## src/rtl/spiio_slave.sv

```systemverilog
// SPI mode-0 responder (MSB first, 8/16-bit frames) with a byte-wide CPU register port.
// SCK/MOSI/SS are oversampled in the clk domain; all shifting is driven by synced edges.
module spiio_slave #(
    parameter int         SYNC_STAGES = 2,
    parameter logic [7:0] FILL        = 8'hFF
) (
    input  logic       clk,
    input  logic       rst,
    input  logic [2:0] AD,
    input  logic [7:0] DI,
    output logic [7:0] DO,
    input  logic       rw,
    input  logic       cs,
    output logic       irq,
    input  logic       ssck,
    input  logic       smosi,
    output logic       smiso,
    output logic       smiso_oe,
    input  logic       sss
);

    typedef enum logic [1:0] {ST_IDLE, ST_LOAD, ST_SHIFT, ST_DONE} state_t;

    state_t r_state, w_next;

    logic [SYNC_STAGES-1:0] r_sck_sync, r_mosi_sync, r_ss_sync;
    logic        r_sck_d, r_ss_d;
    logic [15:0] r_rx, r_tx, r_shreg, r_rxsh;
    logic        r_rdy, r_ovr, r_txe, r_16b, r_en, r_frame16, r_smiso;
    logic [1:0]  r_ie;
    logic [4:0]  r_bitcnt;
    logic [7:0]  r_do;

    logic        w_sck, w_mosi, w_ss;
    logic        w_sck_rise, w_sck_fall, w_ss_fall;
    logic        w_load, w_done, w_abort;
    logic        w_wr, w_rd1, w_wr1, w_wr2;
    logic [15:0] w_load_val;
    logic [4:0]  w_len;
    logic [7:0]  w_status;

    assign w_sck      = r_sck_sync[SYNC_STAGES-1];
    assign w_mosi     = r_mosi_sync[SYNC_STAGES-1];
    assign w_ss       = r_ss_sync[SYNC_STAGES-1];
    assign w_sck_rise = w_sck & ~r_sck_d;
    assign w_sck_fall = ~w_sck & r_sck_d;
    assign w_ss_fall  = ~w_ss & r_ss_d;

    assign w_wr  = cs & ~rw;
    assign w_wr1 = w_wr & (AD == 3'd1);
    assign w_wr2 = w_wr & (AD == 3'd2);
    assign w_rd1 = cs & rw & (AD == 3'd1);

    // Uncommitted TX sends FILL; 8-bit frames only use the low TX byte, placed at the MSB end.
    assign w_load_val = r_txe ? {FILL, FILL} : (r_16b ? r_tx : {r_tx[7:0], FILL});
    assign w_len      = r_frame16 ? 5'd16 : 5'd8;
    assign w_status   = {r_rdy, r_ovr, r_txe, r_16b, (r_state != ST_IDLE), ~w_ss, 1'b0, r_en};

    assign DO       = r_do;
    assign smiso    = r_smiso;
    assign smiso_oe = ~w_ss & r_en;
    assign irq      = (r_rdy & r_ie[0]) | (r_txe & r_ie[1]);

    always_ff @(posedge clk or negedge rst) begin
        if (!rst) begin
            r_sck_sync  <= '0;
            r_mosi_sync <= '0;
            r_ss_sync   <= '1;
            r_sck_d     <= 1'b0;
            r_ss_d      <= 1'b1;
        end else begin
            r_sck_sync  <= {r_sck_sync[SYNC_STAGES-2:0], ssck};
            r_mosi_sync <= {r_mosi_sync[SYNC_STAGES-2:0], smosi};
            r_ss_sync   <= {r_ss_sync[SYNC_STAGES-2:0], sss};
            r_sck_d     <= w_sck;
            r_ss_d      <= w_ss;
        end
    end

    always_ff @(posedge clk or negedge rst) begin
        if (!rst) r_state <= ST_IDLE;
        else      r_state <= w_next;
    end

    // A completed frame is always stored in DONE; only LOAD/SHIFT can be aborted.
    always_comb begin
        w_next  = r_state;
        w_load  = 1'b0;
        w_done  = 1'b0;
        w_abort = 1'b0;
        case (r_state)
            ST_IDLE:  if (w_ss_fall && r_en) w_next = ST_LOAD;
            ST_LOAD: begin
                w_load = 1'b1;
                w_next = ST_SHIFT;
            end
            ST_SHIFT: if (w_sck_rise && r_bitcnt == 5'd1) w_next = ST_DONE;
            ST_DONE: begin
                w_done = 1'b1;
                w_next = (!w_ss && r_en) ? ST_LOAD : ST_IDLE;
            end
            default:  w_next = ST_IDLE;
        endcase
        if ((r_state == ST_LOAD || r_state == ST_SHIFT) && (w_ss || !r_en)) begin
            w_abort = 1'b1;
            w_load  = 1'b0;
            w_next  = ST_IDLE;
        end
    end

    always_ff @(posedge clk or negedge rst) begin
        if (!rst) begin
            r_tx  <= '0;
            r_16b <= 1'b0;
            r_en  <= 1'b0;
            r_ie  <= '0;
            r_rdy <= 1'b0;
            r_ovr <= 1'b0;
            r_txe <= 1'b1;
            r_do  <= '0;
        end else begin
            if (w_wr) begin
                case (AD)
                    3'd0: r_tx[15:8] <= DI;
                    3'd1: r_tx[7:0]  <= DI;
                    3'd2: begin
                        r_16b <= DI[4];
                        r_en  <= DI[0];
                    end
                    3'd3: r_ie <= DI[1:0];
                    default: ;
                endcase
            end
            if (w_wr2 && DI[6])           r_ovr <= 1'b0;
            if (w_done && r_rdy && !w_rd1) r_ovr <= 1'b1;
            if (w_rd1)  r_rdy <= 1'b0;
            if (w_done) r_rdy <= 1'b1;
            if (w_load) r_txe <= 1'b1;
            if (w_wr1)  r_txe <= 1'b0;
            if (cs && rw) begin
                case (AD)
                    3'd0:    r_do <= r_rx[15:8];
                    3'd1:    r_do <= r_rx[7:0];
                    3'd2:    r_do <= w_status;
                    3'd3:    r_do <= {6'd0, r_ie};
                    default: r_do <= 8'd0;
                endcase
            end
        end
    end

    always_ff @(posedge clk or negedge rst) begin
        if (!rst) begin
            r_shreg   <= '0;
            r_rxsh    <= '0;
            r_rx      <= '0;
            r_bitcnt  <= '0;
            r_frame16 <= 1'b0;
            r_smiso   <= 1'b1;
        end else if (w_abort || r_state == ST_IDLE) begin
            r_bitcnt <= '0;
            r_smiso  <= 1'b1;
        end else if (w_load) begin
            r_shreg   <= w_load_val;
            r_smiso   <= w_load_val[15];
            r_bitcnt  <= r_16b ? 5'd16 : 5'd8;
            r_frame16 <= r_16b;
        end else if (r_state == ST_SHIFT) begin
            // The fall right after LOAD precedes any rise of the new frame and must not shift.
            if (w_sck_rise) begin
                r_rxsh   <= {r_rxsh[14:0], w_mosi};
                r_bitcnt <= r_bitcnt - 5'd1;
            end else if (w_sck_fall && r_bitcnt != w_len) begin
                r_shreg <= {r_shreg[14:0], 1'b1};
                r_smiso <= r_shreg[14];
            end
        end else if (w_done) begin
            r_rx <= r_frame16 ? r_rxsh : {8'd0, r_rxsh[7:0]};
        end
    end

endmodule

```

## config.mk

```make
export PLATFORM = sky130hd
export DESIGN_NAME = spiio_slave
export DESIGN_NICKNAME = d
export VERILOG_FILES = /design/src/rtl/spiio_slave.sv
export SDC_FILE = /design/constraint.sdc
export NUM_CORES = 1
export LEC_CHECK = 0
export BUFFER_PORTS_ARGS = -buffer_cell sky130_fd_sc_hd__buf_2
export CAP_MARGIN = 40
export CORE_ASPECT_RATIO = 0.6
export CORE_MARGIN = 2
export CORE_UTILIZATION = 65
export DETAILED_ROUTE_END_ITERATION = 10
export GPL_ROUTABILITY_DRIVEN = 0
export MAX_ROUTING_LAYER = met4
export PLACE_DENSITY_LB_ADDON = 0.05
export SKIP_LAST_GASP = 1
export SLEW_MARGIN = 20
export SYNTH_ARGS = -nofsm -noshare
export SYNTH_HDL_FRONTEND = slang
export SYNTH_SLANG_ARGS = --single-unit
```

## constraint.sdc

```tcl
create_clock -name clk -period 4.8 [get_ports clk]
set_clock_uncertainty 0.15 [all_clocks]
set_input_delay 0.48 -clock clk [delete_from_list [all_inputs] [get_ports clk]]
set_output_delay 0.48 -clock clk [all_outputs]
set_load 0.01 [all_outputs]
```

# Word level (Yosys, flattened, before mapping)
# Index checks and enable logic that the tools add are counted.
# totals
regBits	95
in_bits	18
out_inout_bits	11
# op_classes
add_sub_neg	1
eq_ne	12
n_mux	34
bitwise	19
n_reduce_logical	37
# op_table
op	count
$mux 15	4
$mux 16	3
$pmux 8 s4	1
$mux 5	6
$mux 1	16
$reduce_and 2->1	7
$reduce_and 4->1	3
$reduce_bool 2->1	6
$and 1x1->1	11
$logic_and 1x1->1	9
$reduce_bool 3->1	3
$pmux 2 s4	1
$not 1->1	7
$eq 3x2->1 const B	2
$mux 2	3
$eq 5x1->1 const B	1
$ne 5x5->1	1
$sub 5x1->5 const B	1
$eq 2x2->1 const B	2
$eq 3x1->1 const B	1
$logic_not 1->1	3
$logic_not 3->1	1
$logic_or 1x1->1	3
$ne 3x1->1 const B	1
other kinds (7)	7

# Logic depth before layout (Yosys ltp)
# depth
depth_word	8
mapped_depth	8

# Worst setup path before layout
# Ideal clock, no wire load.
# synth_timing
kind	reg2reg
from	reg r_state[0]
to	reg r_rxsh[10]
setup_ns	0.125
arrival_time_ns	1.918
required_time_ns	4.525
path_slack_ns	2.606
stages_incl_launch_ff	8
synth_period_minus_slack_ns	2.194
path_cell_list	dfrtp_1 -> inv_1 -> ha_1 -> clkbuf_1 -> a211oi_4 -> nand3_4 -> buf_6 -> mux2_4
# synth_between
elab_chain_len	7
word_cells_on_any_way	12
# synth_lines
element	line	source
start, declared	24	state_t r_state, w_next;
start signal, assigned	82	else r_state <= w_next;
$eq 2x1->1 / $eq 2x2->1 (equally long branches)	91, 104, 168	
$logic_or 1x1->1	104	if ((r_state == ST_LOAD || r_state == ST_SHIFT) && (w_ss || !r_en)) begin
$logic_and 1x1->1	104	
$mux 1	104	
$logic_or 1x1->1	160	end else if (w_abort || r_state == ST_IDLE) begin
$not 1->1 (no line)	-	
$reduce_and 4->1 (no line) *	-	
end signal, assigned	171	r_rxsh <= {r_rxsh[14:0], w_mosi};
end, declared	28	logic [15:0] r_rx, r_tx, r_shreg, r_rxsh;
# Every way passes the cells marked *; elsewhere a longest branch is shown, timed or not.
# A chain may end at the register's enable or synchronous reset.

# Worst setup path in the final report
# layout_timing
from	reg r_state[0]
to	reg r_rxsh[12]
# Same word-level chain as after synthesis.

==> impl_metrics.toml <==
[sta]
rsz0062_at_grt = "false"
slew_headroom = 0.5220
fmax_ghz = 0.4105
slew_violations = 0
finalSetupTns_ns = 0
worst_slack_ns = 2.364
finalSetupViolCount = 0
timing.final.crit_share = 0.5075
period_needed_ns = 2.436
hold_viol_final = 0
tightest_slew_ns = 0.7163

[grt]
met1_usage = 0.3878
grt_max_degree = 58
gr-usage-met3 = 0.06466
grt_util_met2 = 0.3390
grt_pass1_vias = 2689
gr-total-overflow = 0
track_usage = 0.2591
grt_pass1_wl_um = 14260
antenna_found_initial = 0
grt.busiest_layer = "met1"

[synthesis]
syn_avg_cell_area_um2 = 12.39
async_flop_share = 1.000
yosysTopAreaCell = "dfrtp_1"
synthesis.nets = 383
synthesis.area_um2 = 4423
yosysSeqAreaShare = 0.5389
synth_cell_type_count = 52
synth-seq-cells = 95
synth_ff_type = "dfrtp_1"
synth_top_area_frac = 0.5092
ys_warn_count = 0
synthTopCellsByArea = "dfrtp_1 51%, mux2_2 9.7%, mux2i_1 6.6%"
synth-edff-count = 0
synthCells = 357

[detailed_routing]
ant_nets = 0
vias = 2845
first_pass_iters = 4
wirelength_um = 8657
viasPerCell = 5.989
drtIter0Drc = 175
drc = 0
post_drt_wl_per_cell_um = 18.23

[cts]
htreeDepth = 3
cts_hold_buf = 0
clk_path_buf_depth = 2
root_buffer = "clkbuf_16"
post_cts_resized = 0
numCtsBuffers = 9
insertion_delay_ns = 0.35
postCtsSetupBuffers = 0
cts_tree = "yes"
clk_pin_slew_ns = 0.07
clock-sinks = 95

[floorplanning]
io_pins = 29
die_w_um = 110.5
num_rows = 23
die_h_um = 67.90
start_util = 0.6682
core-area_um2 = 6619
die-area_um2 = 7502

[worst_setup_path]
crit_type = "reg -> reg"
critPathLaunchType = "register"
crit_fanout = 16
critical_path_required_ns = 4.88
end_kind = "register"
setup.worst_path.start = "r_state[0]"
cp.arrival_ns = 2.52
regToRegStartpoint = "r_state[0]"

[final_layout]
final_cell_area_um2 = 4946
diodes = 0
final_cell_mix = "90 x dfrtp_1, 38 x mux2_2, 32 x inv_1"
drive_gt1_frac = 0.2784
fillCellCount = 464
areaGrowthSynthToFinish_pct = 11.82
layout_commonest_cell = "dfrtp_1"
num-nets-final = 409

[place]
dp_slack_ns = 2.325
placed_area_um2 = 4621
hpwl_um = 5992
portBuffers = 28

[pwr]
leakagePower_uw = 0.002412
power.density_nw_per_um2 = 544.4
peakVddDrop_uv = 316.9
finalPower_uw = 2693

[status]
outcome = "complete, no violations"

[job]
maxCapViolCount = 0

[hold_path]
hold_path_class = "in -> async"
-- cell families (layout without fill, tap and decap cells) --
group	after synthesis	count (layout)	share of synthesized area
AND/OR/NAND/NOR	59	59	0.07723
adder cells (fa/ha/maj)	8	8	0.02263
buffers and inverters	49	80	0.04696
AO/OA/AOI/OAI	68	68	0.1129
flip-flops	95	95	0.5389
multiplexers	78	78	0.2014
-- cell type report --
type	instances	area (µm²)	share of cell area
inverter	32	120.1	0.02429
clock inverter	6	75.07	0.01518
sequential	95	2384	0.4819
timing repair buffer	32	187.7	0.03795
multi-input combinational	213	1832	0.3704
tap	87	108.9	0.02201
clock buffer	10	239.0	0.04832
-- final timing paths --
| kind | to | slack (ns) | cells past startpoint |
|---|---|---|---|
| setup reg to reg | r_rxsh[12] | 2.36 | 5 |
| max in group asynchronous | r_sck_sync[1] | 3.52 | 2 |
| min in group clk | r_ss_sync[0] | 0.08 | 1 |
| hold reg to reg | r_sck_sync[1] | 0.20 | 0 |
| setup / recovery | r_rxsh[12] | 2.36 | 5 |
| hold / removal | r_mosi_sync[0] | 0.03 | 1 |
-- Yosys cell counts, drive strengths merged, types with 2 or more instances --
cell type	number
a22o	10
or3	2
a211oi	5
nor3b	3
dfrtp	90
nand2	17
and2	2
o41ai	2
mux2i	29
o211ai	3
inv	32
o22ai	9
o41a	2
clkbuf	9
nand3	11
nand4b	2
nand2b	3
a2bb2oi	2
mux2	48
and3	2
dfstp	5
o221ai	2
buf	8
o21ai	19
ha	8
a21oi	5
nor2b	8
nor3	2
nor2	3
-- power breakdown --
part,leakage (µW),total (µW),switching [µW],internal (µW)
registers,0.00120,1110,142,972
logic,0.00106,837,446,391
clock network,0.000152,742,316,426
-- registers in the layout (all words and copies together) (netlist names), 2 cells and up --
signal / count
r_sck_sync: 2
r_bitcnt: 5
r_mosi_sync: 2
DO: 8
r_shreg: 15
r_state: 2
r_tx: 16
r_rxsh: 16
r_ie: 2
r_rx: 16
r_ss_sync: 2
-- routing by layer --
metal  wire length (µm)  part of all wire  up-vias
li1                   -                 -     1336
met1               4637              0.54     1434
met2               3504              0.40       63
met3                402             0.046       12
met4                113             0.013        0
met5                  0                 0        -
-- through the flow --
step	utilization	cells	hold slack (ns)
after floorplan	-	357	0.03441
after global placement	0.6941	456	0.1900
final	0.7473	475	0.03228
after global routing	0.7473	475	0.06774
after CTS	0.7456	474	0.05336
after detailed placement	0.6981	458	0.1979
-- worst max-delay path: stages, from the launching register on --
cell and delay [ns]:
dfrtp_1 0.44, inv_1 0.13, ha_1 0.44, a211oi_4 0.44, nand3_4 0.33, mux2_4 0.39
Note: power is estimated with default switching activity, not from simulation.
